--- config.mk ---
export PLATFORM = sky130hd
export DESIGN_NAME = atm_session_ctrl
export DESIGN_NICKNAME = d
export VERILOG_FILES = /design/src/rtl/atm_session_ctrl.sv
export SDC_FILE = /design/constraint.sdc
export NUM_CORES = 1
export LEC_CHECK = 0
export BUFFER_PORTS_ARGS = -buffer_cell sky130_fd_sc_hd__buf_2
export CAP_MARGIN = 20
export CORE_ASPECT_RATIO = 2
export CORE_MARGIN = 3
export CORE_UTILIZATION = 31
export CTS_CLUSTER_SIZE = 40
export DETAILED_ROUTE_END_ITERATION = 12
export SYNTH_ARGS = -nofsm -noshare
export SYNTH_HDL_FRONTEND = slang
export SYNTH_SLANG_ARGS = --single-unit
--- constraint.sdc ---
create_clock -name clk -period 13.6 [get_ports clk]
set_clock_uncertainty 0.15 [all_clocks]
set_input_delay 2.72 -clock clk [delete_from_list [all_inputs] [get_ports clk]]
set_output_delay 2.72 -clock clk [all_outputs]
set_load 0.03 [all_outputs]
--- src/rtl/atm_session_ctrl.sv ---
// rtl/atm_session_ctrl.sv - multi-account ATM session controller
// PIN login with per-account lockout, then balance/withdraw/deposit/PIN-change until logout or timeout.
module atm_session_ctrl #(
  parameter int NUM_ACC   = 10,
  parameter int ACC_W     = 4,
  parameter int PIN_W     = 16,
  parameter int BAL_W     = 32,
  parameter int MAX_TRIES = 3,
  parameter int TIMEOUT   = 1000,
  parameter int BAL_STEP  = 1000
) (
  input  logic             clk,
  input  logic             rst,
  input  logic             start,
  input  logic [ACC_W-1:0] acc_num,
  input  logic [PIN_W-1:0] pin,
  input  logic             op_valid,
  input  logic [2:0]       operation,
  input  logic [BAL_W-1:0] amount,
  input  logic [PIN_W-1:0] new_pin,
  output logic [BAL_W-1:0] balance,
  output logic             success,
  output logic             done,
  output logic [2:0]       err,
  output logic [2:0]       state,
  output logic             session
);

  typedef enum logic [2:0] {
    S_IDLE  = 3'd0,
    S_CHECK = 3'd1,
    S_MENU  = 3'd2,
    S_EXEC  = 3'd3,
    S_DONE  = 3'd4
  } state_t;

  localparam logic [2:0] E_NONE = 3'd0, E_BAD_ACC = 3'd1, E_BAD_PIN = 3'd2, E_LOCKED = 3'd3;
  localparam logic [2:0] E_NO_FUNDS = 3'd4, E_OVERFLOW = 3'd5, E_BAD_OP = 3'd6, E_TIMEOUT = 3'd7;
  localparam int CNT_W = $clog2(MAX_TRIES + 1);
  localparam int TO_W  = $clog2(TIMEOUT + 1);

  state_t             state_q, state_d;
  logic [ACC_W-1:0]   acc_q;
  logic [PIN_W-1:0]   pin_q, npin_q;
  logic [2:0]         op_q;
  logic [BAL_W-1:0]   amt_q;
  logic [BAL_W-1:0]   bal_db [NUM_ACC];
  logic [PIN_W-1:0]   pin_db [NUM_ACC];
  logic [CNT_W-1:0]   fail_cnt [NUM_ACC];
  logic               locked [NUM_ACC];
  logic [TO_W-1:0]    to_cnt, to_d;
  logic               alive_q, alive_d;
  logic               succ_q, succ_d;
  logic [2:0]         err_q, err_d;
  logic [BAL_W-1:0]   bal_q, bal_d;

  logic               acc_ok;
  logic [BAL_W-1:0]   cur_bal;
  logic [PIN_W-1:0]   cur_pin;
  logic [CNT_W-1:0]   cur_fail;
  logic               cur_lock;
  logic [BAL_W:0]     sum;
  logic               latch_login, latch_op, wr_bal, wr_pin, fail_inc, fail_clr, set_lock;
  logic [BAL_W-1:0]   new_bal;

  assign acc_ok   = ({{(32-ACC_W){1'b0}}, acc_q} < NUM_ACC);
  assign cur_bal  = acc_ok ? bal_db[acc_q]   : '0;
  assign cur_pin  = acc_ok ? pin_db[acc_q]   : '0;
  assign cur_fail = acc_ok ? fail_cnt[acc_q] : '0;
  assign cur_lock = acc_ok ? locked[acc_q]   : 1'b0;
  assign sum      = {1'b0, cur_bal} + {1'b0, amt_q};

  always_comb begin
    state_d     = state_q;
    succ_d      = succ_q;
    err_d       = err_q;
    bal_d       = bal_q;
    alive_d     = alive_q;
    to_d        = to_cnt;
    latch_login = 1'b0;
    latch_op    = 1'b0;
    wr_bal      = 1'b0;
    wr_pin      = 1'b0;
    new_bal     = cur_bal;
    fail_inc    = 1'b0;
    fail_clr    = 1'b0;
    set_lock    = 1'b0;
    case (state_q)
      S_IDLE: begin
        if (start) begin
          latch_login = 1'b1;
          state_d     = S_CHECK;
        end
      end
      S_CHECK: begin
        state_d = S_DONE;
        succ_d  = 1'b0;
        alive_d = 1'b0;
        if (!acc_ok) begin
          err_d = E_BAD_ACC;
        end else if (cur_lock) begin
          err_d = E_LOCKED;
        end else if (pin_q != cur_pin) begin
          err_d = E_BAD_PIN;
          // counter saturates; the lock latches on the attempt that reaches the limit
          if (cur_fail < CNT_W'(MAX_TRIES)) fail_inc = 1'b1;
          if (cur_fail + CNT_W'(1) >= CNT_W'(MAX_TRIES)) set_lock = 1'b1;
        end else begin
          err_d    = E_NONE;
          succ_d   = 1'b1;
          alive_d  = 1'b1;
          fail_clr = 1'b1;
          bal_d    = cur_bal;
        end
      end
      S_MENU: begin
        if (op_valid) begin
          latch_op = 1'b1;
          to_d     = '0;
          state_d  = S_EXEC;
        end else if (to_cnt == TO_W'(TIMEOUT - 1)) begin
          to_d    = '0;
          succ_d  = 1'b0;
          err_d   = E_TIMEOUT;
          alive_d = 1'b0;
          state_d = S_DONE;
        end else begin
          to_d = to_cnt + TO_W'(1);
        end
      end
      S_EXEC: begin
        state_d = S_DONE;
        succ_d  = 1'b1;
        err_d   = E_NONE;
        bal_d   = cur_bal;
        case (op_q)
          3'd0: ;
          3'd1: begin
            if (amt_q > cur_bal) begin
              succ_d = 1'b0;
              err_d  = E_NO_FUNDS;
            end else begin
              wr_bal  = 1'b1;
              new_bal = cur_bal - amt_q;
              bal_d   = new_bal;
            end
          end
          3'd2: begin
            if (sum[BAL_W]) begin
              succ_d = 1'b0;
              err_d  = E_OVERFLOW;
            end else begin
              wr_bal  = 1'b1;
              new_bal = sum[BAL_W-1:0];
              bal_d   = new_bal;
            end
          end
          3'd3: wr_pin = 1'b1;
          3'd4: alive_d = 1'b0;
          default: begin
            succ_d = 1'b0;
            err_d  = E_BAD_OP;
          end
        endcase
      end
      S_DONE: state_d = alive_q ? S_MENU : S_IDLE;
      default: state_d = S_IDLE;
    endcase
  end

  always_ff @(posedge clk) begin
    if (rst) begin
      state_q <= S_IDLE;
      acc_q   <= '0;
      pin_q   <= '0;
      npin_q  <= '0;
      op_q    <= '0;
      amt_q   <= '0;
      to_cnt  <= '0;
      alive_q <= 1'b0;
      succ_q  <= 1'b0;
      err_q   <= E_NONE;
      bal_q   <= '0;
      for (int i = 0; i < NUM_ACC; i++) begin
        bal_db[i]   <= BAL_W'((i + 1) * BAL_STEP);
        pin_db[i]   <= PIN_W'(i);
        fail_cnt[i] <= '0;
        locked[i]   <= 1'b0;
      end
    end else begin
      state_q <= state_d;
      to_cnt  <= to_d;
      alive_q <= alive_d;
      succ_q  <= succ_d;
      err_q   <= err_d;
      bal_q   <= bal_d;
      if (latch_login) begin
        acc_q <= acc_num;
        pin_q <= pin;
      end
      if (latch_op) begin
        op_q   <= operation;
        amt_q  <= amount;
        npin_q <= new_pin;
      end
      if (wr_bal)   bal_db[acc_q]   <= new_bal;
      if (wr_pin)   pin_db[acc_q]   <= npin_q;
      if (fail_inc) fail_cnt[acc_q] <= cur_fail + CNT_W'(1);
      if (fail_clr) fail_cnt[acc_q] <= '0;
      if (set_lock) locked[acc_q]   <= 1'b1;
    end
  end

  assign state   = state_q;
  assign done    = (state_q == S_DONE);
  assign success = succ_q;
  assign err     = err_q;
  assign balance = bal_q;
  assign session = (state_q == S_MENU) || (state_q == S_EXEC) || ((state_q == S_DONE) && alive_q);

endmodule

### Word level (Yosys, flattened, before mapping)

Memories as Yosys holds them, arrays and structs flattened. A register that Yosys moved wholly into a read port is not among the register bits.
Index checks and enable logic that the tools add are counted.
W data, S select, Z words.

* flip-flop bits (word level): 121
* RAM bits: 510
* input bits: 75
* memories: 4

* add/subtract/negate cells: 4
* $lt $le $gt $ge: 4
* equality and inequality tests: 18
* mux-type cells: 96
* bitwise operators: 1
* reductions and logical operators: 17

Memories
* bal_db: depth 10, width 32, read ports 1, clocked after memory_dff 1, wr ports 10, RTL line 47 `logic [BAL_W-1:0] bal_db [NUM_ACC];`
* pin_db: depth 10, width 16, read ports 1, clocked after memory_dff 1, wr ports 10, RTL line 48 `logic [PIN_W-1:0] pin_db [NUM_ACC];`
* fail_cnt: depth 10, width 2, read ports 1, clocked after memory_dff 1, wr ports 10, RTL line 49 `logic [CNT_W-1:0] fail_cnt [NUM_ACC];`
* locked: depth 10, width 1, read ports 1, clocked after memory_dff 1, wr ports 10, RTL line 50 `logic locked [NUM_ACC];`

Operators with widths (number)
* $mux W32: 8
* $pmux W32 S2: 2
* $mux W1: 49
* $mux W4: 12
* $add A32 B32 Y33: 1
* $gt A32 B32 Y1: 1
* $mux W16: 2
* $reduce_or A32 Y1: 1
* $sub A32 B32 Y32: 1
* $mux W3: 7
* $mux W10: 2
* $pmux W3 S3: 2
* $ne A16 B16 Y1: 1
* $reduce_or A16 Y1: 1
* $mux W2: 7
* $eq A3 B2 Y1 const B: 4
* $ne A2 B2 Y1 const B: 6
* $pmux W3 S4: 1
* $add A10 B1 Y10 const B: 1
* $eq A10 B10 Y1 const B: 1
* $pmux W1 S3: 3
* $reduce_and A4 Y1: 2
* $eq A3 B1 Y1 const B: 2
* $eq A3 B3 Y1 const B: 2
* other kinds (18): 21

### Longest topological paths before layout

* word-level depth: 14
* gate-level depth with buffers: 25
* gate-level depth less buffers: 15

### Least setup slack after synthesis

Ideal clock, no wire load.

* path kind: flip-flop to flip-flop
* start: register (tool-made name)
* end: memory bal_db[13][0] (enable)
* library setup time: 0.461 ns
* arrival: 7.756 ns
* required time: 12.989 ns
* slack: 5.232 ns
* stages on the path, launching flop included: 24
* period minus slack after synthesis: 8.368 ns
* cell sequence: dfxtp_1 buf_4 buf_6 buf_6 buf_6 buf_4 buf_2 buf_2 mux4_2 mux4_2 and2_1 ha_1 clkbuf_1 nand2_1 o21a_1 or2_2 o21ai_0 a211oi_1 a211o_1 a211oi_2 nand2_1 buf_2 clkbuf_1 nor3_1

RTL lines (RTL line)
* to (decl): 47

==> impl_metrics.py <==
metrics = {
    "status": {
        "outcome": "finished clean",
    },
    "route": {
        "avgViaCountPerCell": 5.49,
        "antenna_left": 0,
        "routed_wirelength_mm": 155,
        "drt_pass1_iterations": 6,
        "dr.first_iter.drc_count": 3014,
        "detailroute.via_count": 30000,
        "drc_errors": 0,
        "drt-wirelength-per-cell_um": 28.3,
    },
    "sta": {
        "timing.max_slew.rel_slack_pct": 24.9,
        "timing.final.max_slew_violations": 0,
        "post-route-period-util_pct": 61.3,
        "timing.final.crit_period_ns": 8.34,
        "fin_ws_ns": 5.26,
        "finalHoldViolCount": 0,
        "fin_tns_setup_ns": 0,
        "max_slew.worst_pin.slew_ns": 1.12,
        "fmax_mhz": 120,
        "finalSetupViolCount": 0,
        "rsz_0062_raised_after_global_routing": "no",
    },
    "final_layout": {
        "layout-drive-gt1-share_pct": 18.4,
        "final_core_utilization_pct": 35.1,
        "finalNetCount": 3642,
        "register_area_um2": 27000,
        "fill_cells": 13900,
        "area_growth_pct": 12.5,
        "multi_input_area_um2": 16200,
    },
    "cts": {
        "post-cts-setup-buffers": 0,
        "worstSkewPairLatency_ns": 0.72,
        "tritoncts_clock_tree": "yes",
        "h-tree-depth": 3,
        "cts_root_buffer": "clkbuf_16",
        "cts_hold_repair.buffers": 0,
        "cts.reportedPaths.clkPinSlew_ns": 0.07,
        "cts_buffers": 85,
        "clock_path_buffers": 3,
        "cts_num_sinks": 941,
        "post_cts.resized_instances": 0,
    },
    "critical_path": {
        "critical_path_required_ns": 13.65,
        "max_stage_delay_ns": 0.81,
        "critical_path_most_common_cell": "buf_4",
        "criticalPathCategory": "flip-flop to flip-flop",
        "worstPathArrival_ns": 8.39,
        "critPathCaptureType": "flip-flop",
        "cp-start-kind": "flip-flop",
        "worst_reg_to_reg_setup_slack_ns": 5.26,
        "r2r_cells": 19,
        "crit-reg2reg-capture": "bal_db[4][9]",
        "timing.critical_path.fanout_max": 90,
        "critPathSlowestCell": "dfxtp_4",
        "worstPathCellList": "buf_12, mux4_2, mux4_2, and2_1, ha_1, a21oi_1, o21bai_1, a21oi_1, nand3_1, nor3_1, a211oi_2, buf_4, o211ai_1, buf_4, nor2_2, buf_4, nand3_1, buf_4, nand2_2",
    },
    "synth": {
        "fraction_of_the_yosys_area_taken_by_sequential_cells_pct": 60.7,
        "post_synth_main_area_contributors": "edfxtp_1, mux4_2, dfxtp_1",
        "commonest_register_cell_after_synthesis": "edfxtp_1",
        "yosys.area.top_type_share_pct": 55.0,
        "ys_ff_latch": 941,
        "ys.warnings.count": 0,
        "yosys.cell_types.count": 97,
        "most_used_standard_cell_by_instance_count_after_synthesis": "edfxtp_1",
        "synthDominantAreaCellType": "edfxtp_1",
        "async_flop_share_pct": 0,
        "syn-cell-area_um2": 44500,
        "avgSynthCellArea_um2": 13.0,
        "synth-edff-count": 816,
        "synthesis.instances": 3422,
        "synth.top_cells.by_count": "edfxtp_1, nor2_1, nand2_1",
    },
    "power_and_ir_drop": {
        "vdd_drop_max_v": 0.000112,
        "p_per_area_nw_per_um2": 127,
        "report.power.total_mw": 6.35,
        "power.static_leakage_nw": 15.8,
    },
    "die": {
        "die-area_um2": 148000,
        "die_x_um": 274,
        "boundaryPins": 116,
        "die-height_um": 542,
        "core-area_um2": 143000,
        "initial_core_util_pct": 31.2,
        "row_count": 196,
    },
    "hold_path": {
        "hold_ep": "npin_q[10]",
        "timing.hold.worst_path_depth": 2,
        "hold_path_class": "flip-flop to flip-flop",
        "hp-start": "npin_q[10]",
    },
    "grt": {
        "grt_use_total_pct": 20.5,
        "antenna_found_initial": 19,
        "grt_max_degree": 126,
        "grt_first_pass_wirelength_mm": 218,
        "grt_pass1_vias": 30700,
        "grt-ovfl-total": 0,
    },
    "job": {
        "timing.max_cap.violations": 0,
    },
    "placed_design": {
        "hpwlAfterDp_mm": 109,
        "finalWeightedCongestion": 0.967,
        "dp_slack_ns": 5.33,
        "portBuffers": 115,
    },
}
[through the flow]
stage          cells  hold slack, ns  cell area, um^2
6_report        5463           0.318            50100
5_1_grt         5461           0.335            50100
4_1_cts         5443           0.316            50000
3_5_place_dp    5289           0.306            47200
3_3_place_gp    5288           0.298            47200
2_1_floorplan   3439           0.287            44600
[layout make-up]
type	count	share of cell area, %
sequential	941	53.9
multi-input combinational	2156	32.4
tap	1881	4.70
clock buffer	103	4.42
timing repair buffer	191	2.38
clock inverter	51	1.17
inverter	121	0.907
antenna	19	0.0949
[worst max-delay path by stage]
stage | start | to | slack (ns) | cells after the start
4_1_cts | flip-flop | bal_db[7][9] | 5.31 | 19
5_1_grt | flip-flop | bal_db[4][31] | 4.86 | 19
2_1_floorplan | flip-flop | bal_db[13][0] | 5.23 | 23
3_3_place_gp | flip-flop | bal_db[4][27] | 5.30 | 19
3_5_place_dp | flip-flop | bal_db[7][7] | 5.33 | 19
6_report | flip-flop | bal_db[4][9] | 5.26 | 19
[logic make-up after synthesis]
group / share of synthesized area (%)
simple gates: 11.8
flops: 60.7
compound gates: 8.80
buf+inv: 3.31
mux: 12.8
fa+ha+maj: 2.06
xor+xnor: 0.571
other cells: 0.00842
[where the power goes]
group	switching [mW]	total (mW)	internal (mW)	leakage, nW
clock network	1.14	2.45	1.31	1.36
registers	0.0339	3.20	3.17	8.41
logic	0.461	0.692	0.231	6.06
[flip-flops by register name (all words and copies together), names as in the netlist, 3 cells and up, named ones only]
name,count
pin_db,256
fail_cnt,32
acc_q,4
to_cnt,10
bal_db,512
state,3
balance,32
amt_q,32
npin_q,16
pin_q,16
err,3
locked,16
op_q,3
[placed cells by master (no fill, tap or decap), drive strengths merged, types with 20 or more instances in the layout]
cell type,n
edfxtp,816
nor2,482
nand2,385
mux4,227
a21oi,196
buf,190
dfxtp,125
inv,118
clkbuf,104
nor3,85
ha,71
o21ai,58
mux2i,54
nand3,48
clkinv,45
a211oi,44
and2,37
nor4,33
nand4,32
a21o,30
a22oi,20
[routing by layer]
layer,track usage (%),wire length [um],vias up
met1,19.9,48300,15100
li1,-,-,13000
met5,0,21,-
met3,3.00,8660,483
met4,17.8,15400,4
met2,37.5,82200,1351
[critical path, delay by kind of cell, from the launching register on]
family	cells	cell delay (ns)
compound gates	5	1.33
fa+ha+maj	1	0.47
buf+inv	5	1.89
flops	1	0.81
mux	2	1.23
simple gates	6	1.73
No activity file was read; power rests on OpenSTA's default activity.
